===== src/rtl/ripple_ctrl_pkg.sv =====
// Shared types and defaults for the ripple counter controller.
package ripple_ctrl_pkg;

  localparam int unsigned WIDTH_DEF      = 8;
  localparam int unsigned SETTLE_CYC_DEF = 2;

  typedef enum logic [2:0] {
    IDLE   = 3'd0,
    CLEAR  = 3'd1,
    RUN    = 3'd2,
    SETTLE = 3'd3,
    DONE   = 3'd4
  } state_e;

endpackage


===== src/rtl/cnt_sampler.sv =====
// Two-flop synchroniser for the asynchronous ripple counter output plus a
// tracked value that only follows samples seen equal in both stages.
module cnt_sampler
  import ripple_ctrl_pkg::*;
#(
  parameter int unsigned WIDTH = WIDTH_DEF
) (
  input  logic             clk,
  input  logic             reset,
  input  logic             clr,
  input  logic [WIDTH-1:0] cnt_q,
  output logic             stable,
  output logic [WIDTH-1:0] sample,
  output logic [WIDTH-1:0] prev,
  output logic [WIDTH-1:0] value
);

  logic [WIDTH-1:0] s1_q, s1_d;
  logic [WIDTH-1:0] s2_q, s2_d;
  logic [WIDTH-1:0] trk_q, trk_d;

  assign stable = (s1_q == s2_q);
  assign sample = s2_q;
  assign prev   = trk_q;
  // value is what the tracker is adopting this cycle, so a capture made in
  // the same cycle sees the freshest stable sample rather than a stale one
  assign value  = stable ? s2_q : trk_q;

  // Next-state for the sampler stages and tracked value
  always_comb begin
    s1_d  = cnt_q;
    s2_d  = s1_q;
    trk_d = trk_q;
    if (stable) begin
      trk_d = s2_q;
    end
    if (clr) begin
      s1_d  = '0;
      s2_d  = '0;
      trk_d = '0;
    end
  end

  // Sampler registers, cleared asynchronously by reset
  always_ff @(posedge clk or negedge reset) begin
    if (!reset) begin
      s1_q  <= '0;
      s2_q  <= '0;
      trk_q <= '0;
    end else begin
      s1_q  <= s1_d;
      s2_q  <= s2_d;
      trk_q <= trk_d;
    end
  end

endmodule


===== src/rtl/ripple_count_ctrl.sv =====
// Controller for an external ripple counter: clears it, enables it until the
// synchronised value hits the captured target, wraps, or is stopped, lets it
// settle, then reports the final value with abort/overflow status.
module ripple_count_ctrl
  import ripple_ctrl_pkg::*;
#(
  parameter int unsigned WIDTH      = WIDTH_DEF,
  parameter int unsigned SETTLE_CYC = SETTLE_CYC_DEF
) (
  input  logic             clk,
  input  logic             reset,
  input  logic             start,
  input  logic             stop,
  input  logic [WIDTH-1:0] target,
  input  logic [WIDTH-1:0] cnt_q,
  output logic             cnt_en,
  output logic             cnt_rst_n,
  output logic             busy,
  output logic             done,
  output logic [WIDTH-1:0] result,
  output logic             aborted,
  output logic             overflow
);

  state_e           state_q, state_d;
  logic [WIDTH-1:0] tgt_q, tgt_d;
  logic [3:0]       settle_q, settle_d;
  logic [WIDTH-1:0] result_q, result_d;
  logic             aborted_q, aborted_d;
  logic             overflow_q, overflow_d;

  logic             smp_stable;
  logic [WIDTH-1:0] smp_sample;
  logic [WIDTH-1:0] smp_prev;
  logic [WIDTH-1:0] smp_value;
  logic             match;
  logic             wrap;

  cnt_sampler #(
    .WIDTH (WIDTH)
  ) u_sampler (
    .clk    (clk),
    .reset  (reset),
    .clr    (state_q == CLEAR),
    .cnt_q  (cnt_q),
    .stable (smp_stable),
    .sample (smp_sample),
    .prev   (smp_prev),
    .value  (smp_value)
  );

  assign match = smp_stable && (smp_sample == tgt_q);
  assign wrap  = smp_stable && (smp_sample < smp_prev);

  // Next-state, run status and result capture
  always_comb begin
    state_d    = state_q;
    tgt_d      = tgt_q;
    settle_d   = settle_q;
    result_d   = result_q;
    aborted_d  = aborted_q;
    overflow_d = overflow_q;
    case (state_q)
      IDLE: begin
        if (start) begin
          tgt_d      = target;
          result_d   = '0;
          aborted_d  = 1'b0;
          overflow_d = 1'b0;
          state_d    = CLEAR;
        end
      end
      CLEAR: begin
        settle_d = '0;
        state_d  = (tgt_q == '0) ? SETTLE : RUN;
      end
      RUN: begin
        // match outranks wrap, which outranks stop
        settle_d = '0;
        if (match) begin
          state_d = SETTLE;
        end else if (wrap) begin
          overflow_d = 1'b1;
          state_d    = SETTLE;
        end else if (stop) begin
          aborted_d = 1'b1;
          state_d   = SETTLE;
        end
      end
      SETTLE: begin
        if (settle_q == 4'(SETTLE_CYC - 1)) begin
          result_d = smp_value;
          state_d  = DONE;
        end else begin
          settle_d = settle_q + 4'd1;
        end
      end
      DONE: begin
        state_d = IDLE;
      end
      default: begin
        state_d = IDLE;
      end
    endcase
  end

  // Control registers, forced to idle by reset
  always_ff @(posedge clk or negedge reset) begin
    if (!reset) begin
      state_q    <= IDLE;
      tgt_q      <= '0;
      settle_q   <= '0;
      result_q   <= '0;
      aborted_q  <= 1'b0;
      overflow_q <= 1'b0;
    end else begin
      state_q    <= state_d;
      tgt_q      <= tgt_d;
      settle_q   <= settle_d;
      result_q   <= result_d;
      aborted_q  <= aborted_d;
      overflow_q <= overflow_d;
    end
  end

  // Enable drops in the cycle the exit from RUN is decided, so the counter
  // does not advance past the value that caused the exit
  assign cnt_en    = (state_q == RUN) && (state_d == RUN);
  assign cnt_rst_n = reset && (state_q != CLEAR);
  assign busy      = (state_q != IDLE);
  assign done      = (state_q == DONE);
  assign result    = result_q;
  assign aborted   = aborted_q;
  assign overflow  = overflow_q;

endmodule


===== config.mk =====
export PLATFORM = sky130hd
export DESIGN_NAME = ripple_count_ctrl
export DESIGN_NICKNAME = d
export VERILOG_FILES = /design/src/rtl/ripple_ctrl_pkg.sv /design/src/rtl/cnt_sampler.sv /design/src/rtl/ripple_count_ctrl.sv
export SDC_FILE = /design/constraint.sdc
export NUM_CORES = 1
export LEC_CHECK = 0
export ABC_AREA = 1
export CAP_MARGIN = 40
export CELL_PAD_IN_SITES_DETAIL_PLACEMENT = 2
export CELL_PAD_IN_SITES_GLOBAL_PLACEMENT = 2
export CORE_MARGIN = 8
export CORE_UTILIZATION = 35
export CTS_CLUSTER_SIZE = 16
export DETAILED_ROUTE_END_ITERATION = 10
export HOLD_SLACK_MARGIN = 0.02
export PLACE_DENSITY = 0.94
export SETUP_SLACK_MARGIN = 0.1
export SLEW_MARGIN = 20
export SYNTH_ARGS = -nofsm -noshare
export SYNTH_HDL_FRONTEND = slang
export SYNTH_SLANG_ARGS = --single-unit

===== constraint.sdc =====
create_clock -name clk -period 3.8 [get_ports clk]
set_input_delay 0.38 -clock clk [delete_from_list [all_inputs] [get_ports clk]]
set_output_delay 0.38 -clock clk [all_outputs]
set_load 0.02 [all_outputs]

Word level (Yosys, flattened, before mapping)
Index checks and enable logic that the tools add are counted.
{ "totals": {"input_bits": 20, "reg_bits": 49, "output_inout_bits": 14, "elab_cells": 67} }
{ "op_classes": {"muxes": 24, "n_reduce_logical": 16, "add_sub_neg": 1, "n_eq_ne": 16, "n_lt_le_gt_ge": 1} }
{ "op_table": {"columns": ["cell", "n"], "rows": [
  ["8-bit 2-to-1 mux", 6],
  ["8-bit equality test", 2],
  ["8-bit case mux with 2 select lines", 1],
  ["3-bit 2-to-1 mux", 5],
  ["2-bit != test (second input constant)", 7],
  ["3-bit case mux with 4 select lines", 1],
  ["3-bit by 2-bit equality test with 1-bit output (second input constant)", 3],
  ["8-bit logical NOT", 1],
  ["8-bit < comparator", 1],
  ["4-bit case mux with 2 select lines", 1],
  ["1-bit 2-to-1 mux", 7],
  ["2-bit nonzero test", 3],
  ["5-bit AND reduction", 1],
  ["4-bit by 1-bit adder with 4-bit output (second input constant)", 1],
  ["4-bit by 1-bit equality test with 1-bit output (second input constant)", 1],
  ["1-bit logical AND", 4],
  ["4-bit 2-to-1 mux", 1],
  ["1-bit case mux with 2 select lines", 2],
  ["2-bit AND reduction", 2],
  ["4-bit AND reduction", 1],
  ["3-bit by 1-bit equality test with 1-bit output (second input constant)", 1],
  ["3-bit equality test (second input constant)", 1],
  ["3-bit logical NOT", 1],
  ["3-bit by 1-bit != test with 1-bit output (second input constant)", 1],
  ["other kinds (3)", 3]
]} }

Longest topological paths before layout
{ "logic_depth": {"ltp_word": 7, "mapped_depth": 12, "ltp_nobuf": 12} }

Hierarchy
Synthesis repeated with hierarchy kept, for this count alone.
{ "unflattened": {"hier_cells": 342, "area_unflattened_um2": 2570.0} }
{ "modules_own_cells": {"columns": ["mod", "n_inst", "cells_per_inst", "area_each_um2", "seq_area_each_um2"], "rows": [
  ["ripple_count_ctrl", 1, 200, 1493.9, 625.6],
  ["cnt_sampler", 1, 142, 1076.0, 600.6]
]} }

Worst setup path after synthesis
Ideal clock, no wire load.
{ "synth_path": {"kind": "register -> output", "start": "register u_sampler.s2_q[7], in the netlist u_sampler.sample[7]", "end": "output port cnt_en", "n_path_buf": 0, "path_stages_with_launch": 9, "slack_ps": 1972, "t_arrival_ps": 1448, "path_cell_list": "dfrtp_1 -> ha_1 -> nand2_1 -> inv_1 -> and3_1 -> nor2_2 -> nand3_4 -> nand3_2 -> nor2_1"} }
{ "synth_between": {"elab_chain_len": 7} }
{ "synth_lines": {"columns": ["item", "line_no", "source"], "rows": [
  ["from (decl)", "cnt_sampler.sv:19", "logic [WIDTH-1:0] s2_q, s2_d;"],
  ["from (signal assigned)", "cnt_sampler.sv:48", "s2_q <= '0;"],
  ["from (signal assigned)", "cnt_sampler.sv:52", "s2_q <= s2_d;"],
  ["8-bit < comparator or 8-bit equality test (tied branches)", "ripple_count_ctrl.sv:53, cnt_sampler.sv:22", null],
  ["1-bit logical AND", "ripple_count_ctrl.sv:53", "assign wrap = smp_stable && (smp_sample < smp_prev);"],
  ["3-bit 2-to-1 mux", "ripple_count_ctrl.sv:82", "end else if (wrap) begin"],
  ["3-bit 2-to-1 mux (*)", "ripple_count_ctrl.sv:80", "if (match) begin"],
  ["3-bit case mux with 4 select lines (*)", "ripple_count_ctrl.sv:63", "case (state_q)"],
  ["named net state_d[0]", "ripple_count_ctrl.sv:25", "state_e state_q, state_d;"],
  ["3-bit by 2-bit equality test with 1-bit output (*)", "ripple_count_ctrl.sv:128", "assign cnt_en = (state_q == RUN) && (state_d == RUN);"],
  ["1-bit logical AND (*)", "ripple_count_ctrl.sv:128", null],
  ["to (decl)", "ripple_count_ctrl.sv:16", "output logic cnt_en,"]
]} }
Mark *: on every way through the listed nets, which the timed path passes. The rest lies on a longest branch.

Worst setup path in the final report
{ "layout_path": {"start": "register state_q[0]", "end": "output port cnt_en"} }
{ "layout_between": {"elab_chain_len": 6} }
{ "layout_lines": {"columns": ["item", "line_no", "source"], "rows": [
  ["from (decl)", "ripple_count_ctrl.sv:25", null],
  ["from (signal assigned)", "ripple_count_ctrl.sv:117", "state_q <= state_d;"],
  ["3-bit 2-to-1 mux", "ripple_count_ctrl.sv:85", "end else if (stop) begin"],
  ["3-bit 2-to-1 mux", "ripple_count_ctrl.sv:82", null],
  ["3-bit 2-to-1 mux", "ripple_count_ctrl.sv:80", null],
  ["3-bit case mux with 4 select lines (*)", "ripple_count_ctrl.sv:63", null],
  ["named net state_d[0]", "ripple_count_ctrl.sv:25", null],
  ["3-bit by 2-bit equality test with 1-bit output (*)", "ripple_count_ctrl.sv:128", null],
  ["1-bit logical AND (*)", "ripple_count_ctrl.sv:128", null]
]} }
Marked as above.

==> flow_metrics.env <==
export IMPL_slew_headroom_pct=56.6
export IMPL_cts_tree="yes"
export IMPL_yosys_area_share_adder_pct=4.45
export IMPL_dp_hpwl_um=5400
export IMPL_avgSynthCellArea_um2=8.22
export IMPL_rsz0062_at_grt="false"
export IMPL_totalWireLength_um=7220
export IMPL_cts_resized=0
export IMPL_via_per_inst=4.75
export IMPL_worstSetupPathType="register to output port"
export IMPL_fmax_mhz=345
export IMPL_status="completed"
export IMPL_grtUsageTotal_pct=15.5
export IMPL_cp_end_kind="output port"
export IMPL_synth_top_family_by_area="simple AND/OR/NAND/NOR gates"
export IMPL_overflow=0
export IMPL_die_x_um=101
export IMPL_required_ns=3.42
export IMPL_cts_buffers=5
export IMPL_max_cap_viol_count=0
export IMPL_leakage_nw=1.62
export IMPL_setup_violations=0
export IMPL_area_delta_synth_final_pct=21.2
export IMPL_syn_num_nets=337
export IMPL_gr_usage_met3_pct=3.31
export IMPL_grt_max_degree=50
export IMPL_power_density_nw_per_um2=794
export IMPL_drc=0
export IMPL_muxShareOfSynthArea_pct=0
export IMPL_r2r_start="state_q[0]"
export IMPL_die_area_um2=10200
export IMPL_nets=373
export IMPL_ir_drop_mv=0.219
export IMPL_worstRegToRegCells=7
export IMPL_synthXorXnorAreaFrac_pct=2.08
export IMPL_cts_buffer_depth=2
export IMPL_clk_latency_ns=0.32
export IMPL_first_global_vias=2482
export IMPL_grt_pass1_wl_um=12200
export IMPL_rrSetupSlack_ns=1.91
export IMPL_cts_sinks=49
export IMPL_synth_area_um2=2530
export IMPL_worstReg2RegEnd="tgt_q[6]"
export IMPL_worstHoldPathType="input port to asynchronous set/reset pin"
export IMPL_finalCriticalPeriod_ns=2.90
export IMPL_period_share_pct=76.2
export IMPL_antenna_found_initial=0
export IMPL_numPortBuffers=33
export IMPL_tightest_slew_ns=0.652
export IMPL_die_h_um=101
export IMPL_drive_gt1_share_pct=11.9
export IMPL_boundaryPins=34
export IMPL_postCtsSetupBuffers=0
export IMPL_synth_compound_area_share_pct=8.60
export IMPL_cts_hold_buffers=0
export IMPL_dp_cells=436
export IMPL_setup_tns_ns=0
export IMPL_synth_seq_cells=49
export IMPL_stdcell_count=444
export IMPL_initial_core_util_pct=35.5
export IMPL_cts_clk_slew_worst_paths_ns=0.10
export IMPL_htreeDepth=2
export IMPL_drtIter0Drc=39
export IMPL_drt_pass1_iterations=4
export IMPL_grt_util_met1_pct=17.1
export IMPL_avgRoutedWirePerCell_um=16.3
export IMPL_vias=2108
export IMPL_clock_skew_ns=0.00722
export IMPL_worstSetupStartpoint="state_q[0]"
export IMPL_cp_max_fo=12
export IMPL_grt_busiest_layer="met2"
export IMPL_startpoint_type="register"
export IMPL_yosys_warnings=0
export IMPL_synth_simple_area_share_pct=25.7
export IMPL_ys_types=30
export IMPL_netlist_instances=308
export IMPL_cp_arrival_ns=2.52
export IMPL_synth_yosys_seq_area_share_pct=48.4
export IMPL_gp_congestion=0.801
export IMPL_ant_nets=0
export IMPL_diodes=0
export IMPL_rows=31
export IMPL_core_area_um2=7140
export IMPL_grtUsageMet2_pct=28.2
export IMPL_clock_root_buffer="clkbuf_8"
export IMPL_hold_viol=0
export IMPL_final_max_slew_viol_count=0
-- per-stage QoR --
stage / instance area, um2 / setup slack, ns / hold WS [ns] / power (W) / utilization [%]
2_1_floorplan: 2530 / 1.97 / 0.0844 / 0.00163 / -
3_3_place_gp: 2950 / 1.19 / 0.460 / 0.00194 / 41.3
3_5_place_dp: 2950 / 1.10 / 0.484 / 0.00205 / 41.3
4_1_cts: 3070 / 0.839 / 0.270 / 0.00248 / 43.0
5_1_grt: 3070 / 0.666 / 0.281 / 0.00265 / 43.0
6_report: 3070 / 0.904 / 0.241 / 0.00244 / 43.0
-- worst max path at each step --
| stage | to | slack (ns) | depth (start not counted) |
|---|---|---|---|
| 3_3_place_gp | cnt_en | 1.19 | 7 |
| 6_report | cnt_en | 0.90 | 9 |
| 5_1_grt | cnt_en | 0.67 | 9 |
| 4_1_cts | cnt_en | 0.84 | 7 |
| 2_1_floorplan | cnt_en | 1.97 | 8 |
| 3_5_place_dp | cnt_en | 1.10 | 7 |
-- power by group --
part | internal [W] | switching (W) | total (W)
combinational | 0.000412 | 0.000720 | 0.00113
clock | 0.000214 | 0.000190 | 0.000404
sequential | 0.000710 | 0.000189 | 0.000899
-- routing by layer --
metal,wire [um],up-vias
met3,272,12
met2,3840,38
met5,0,-
li1,-,1010
met1,2990,1048
met4,119,0
-- critical path: stages (launching register included) --
cell             delay, ns
dfrtp_1               0.46
nor2_1                0.08
inv_1                 0.08
nor2_1                0.07
nand2_1               0.31
nand3_1               0.15
a31oi_1               0.20
nand3_2               0.11
nor2_1                0.12
clkdlybuf4s50_1       0.62
-- cell usage after synthesis (all sizes together) --
cell type	number	area (um2)
and3	1	6.26
nor4	2	12.5
clkinv	1	3.75
o211ai	1	7.51
inv	61	229
nor2	25	118
nand3	22	145
a21oi	6	33.8
ha	9	113
buf	3	32.5
nand2	93	369
dfrtp	49	1230
a31oi	1	6.26
o21ai	24	158
xnor2	2	17.5
clkbuf	2	7.51
o22ai	2	12.5
xor2	4	35.0
-- sequential cells by signal, summed over array words and instances, names as in the netlist --
register,cells
tgt_q,8
aborted,1
overflow,1
result,8
settle_q,4
u_sampler.sample,8
u_sampler.prev,8
state_q,3
u_sampler.s1_q,8
-- cell type report --
class	count	area (um2)
fillers	817	4070
flip-flops and latches	49	1230
multi-input cells	192	1030
repair buffers	34	333
inverters	62	233
well taps	99	124
clock buffers	6	82.6
clock inverters	2	37.5
-- cells by family after synthesis --
logic type	count (synthesis)
adder cells (fa/ha/maj)	9
buffers and inverters	67
flip-flops	49
AO/OA/AOI/OAI	34
XOR/XNOR	6
AND/OR/NAND/NOR	143
-- cell usage in the layout, fill, tap and decap left out, types with 8 or more instances in the layout --
cell             netlist  routed
clkdlybuf4s50_1        0      32
dfrtp_1               49      49
ha_1                   9       9
inv_1                 55      55
nand2_1               87      87
nand3_1               18      18
nor2_1                21      21
o21ai_0                8       8
o21ai_2               10      10
No activity file was read; power rests on OpenSTA's default activity.
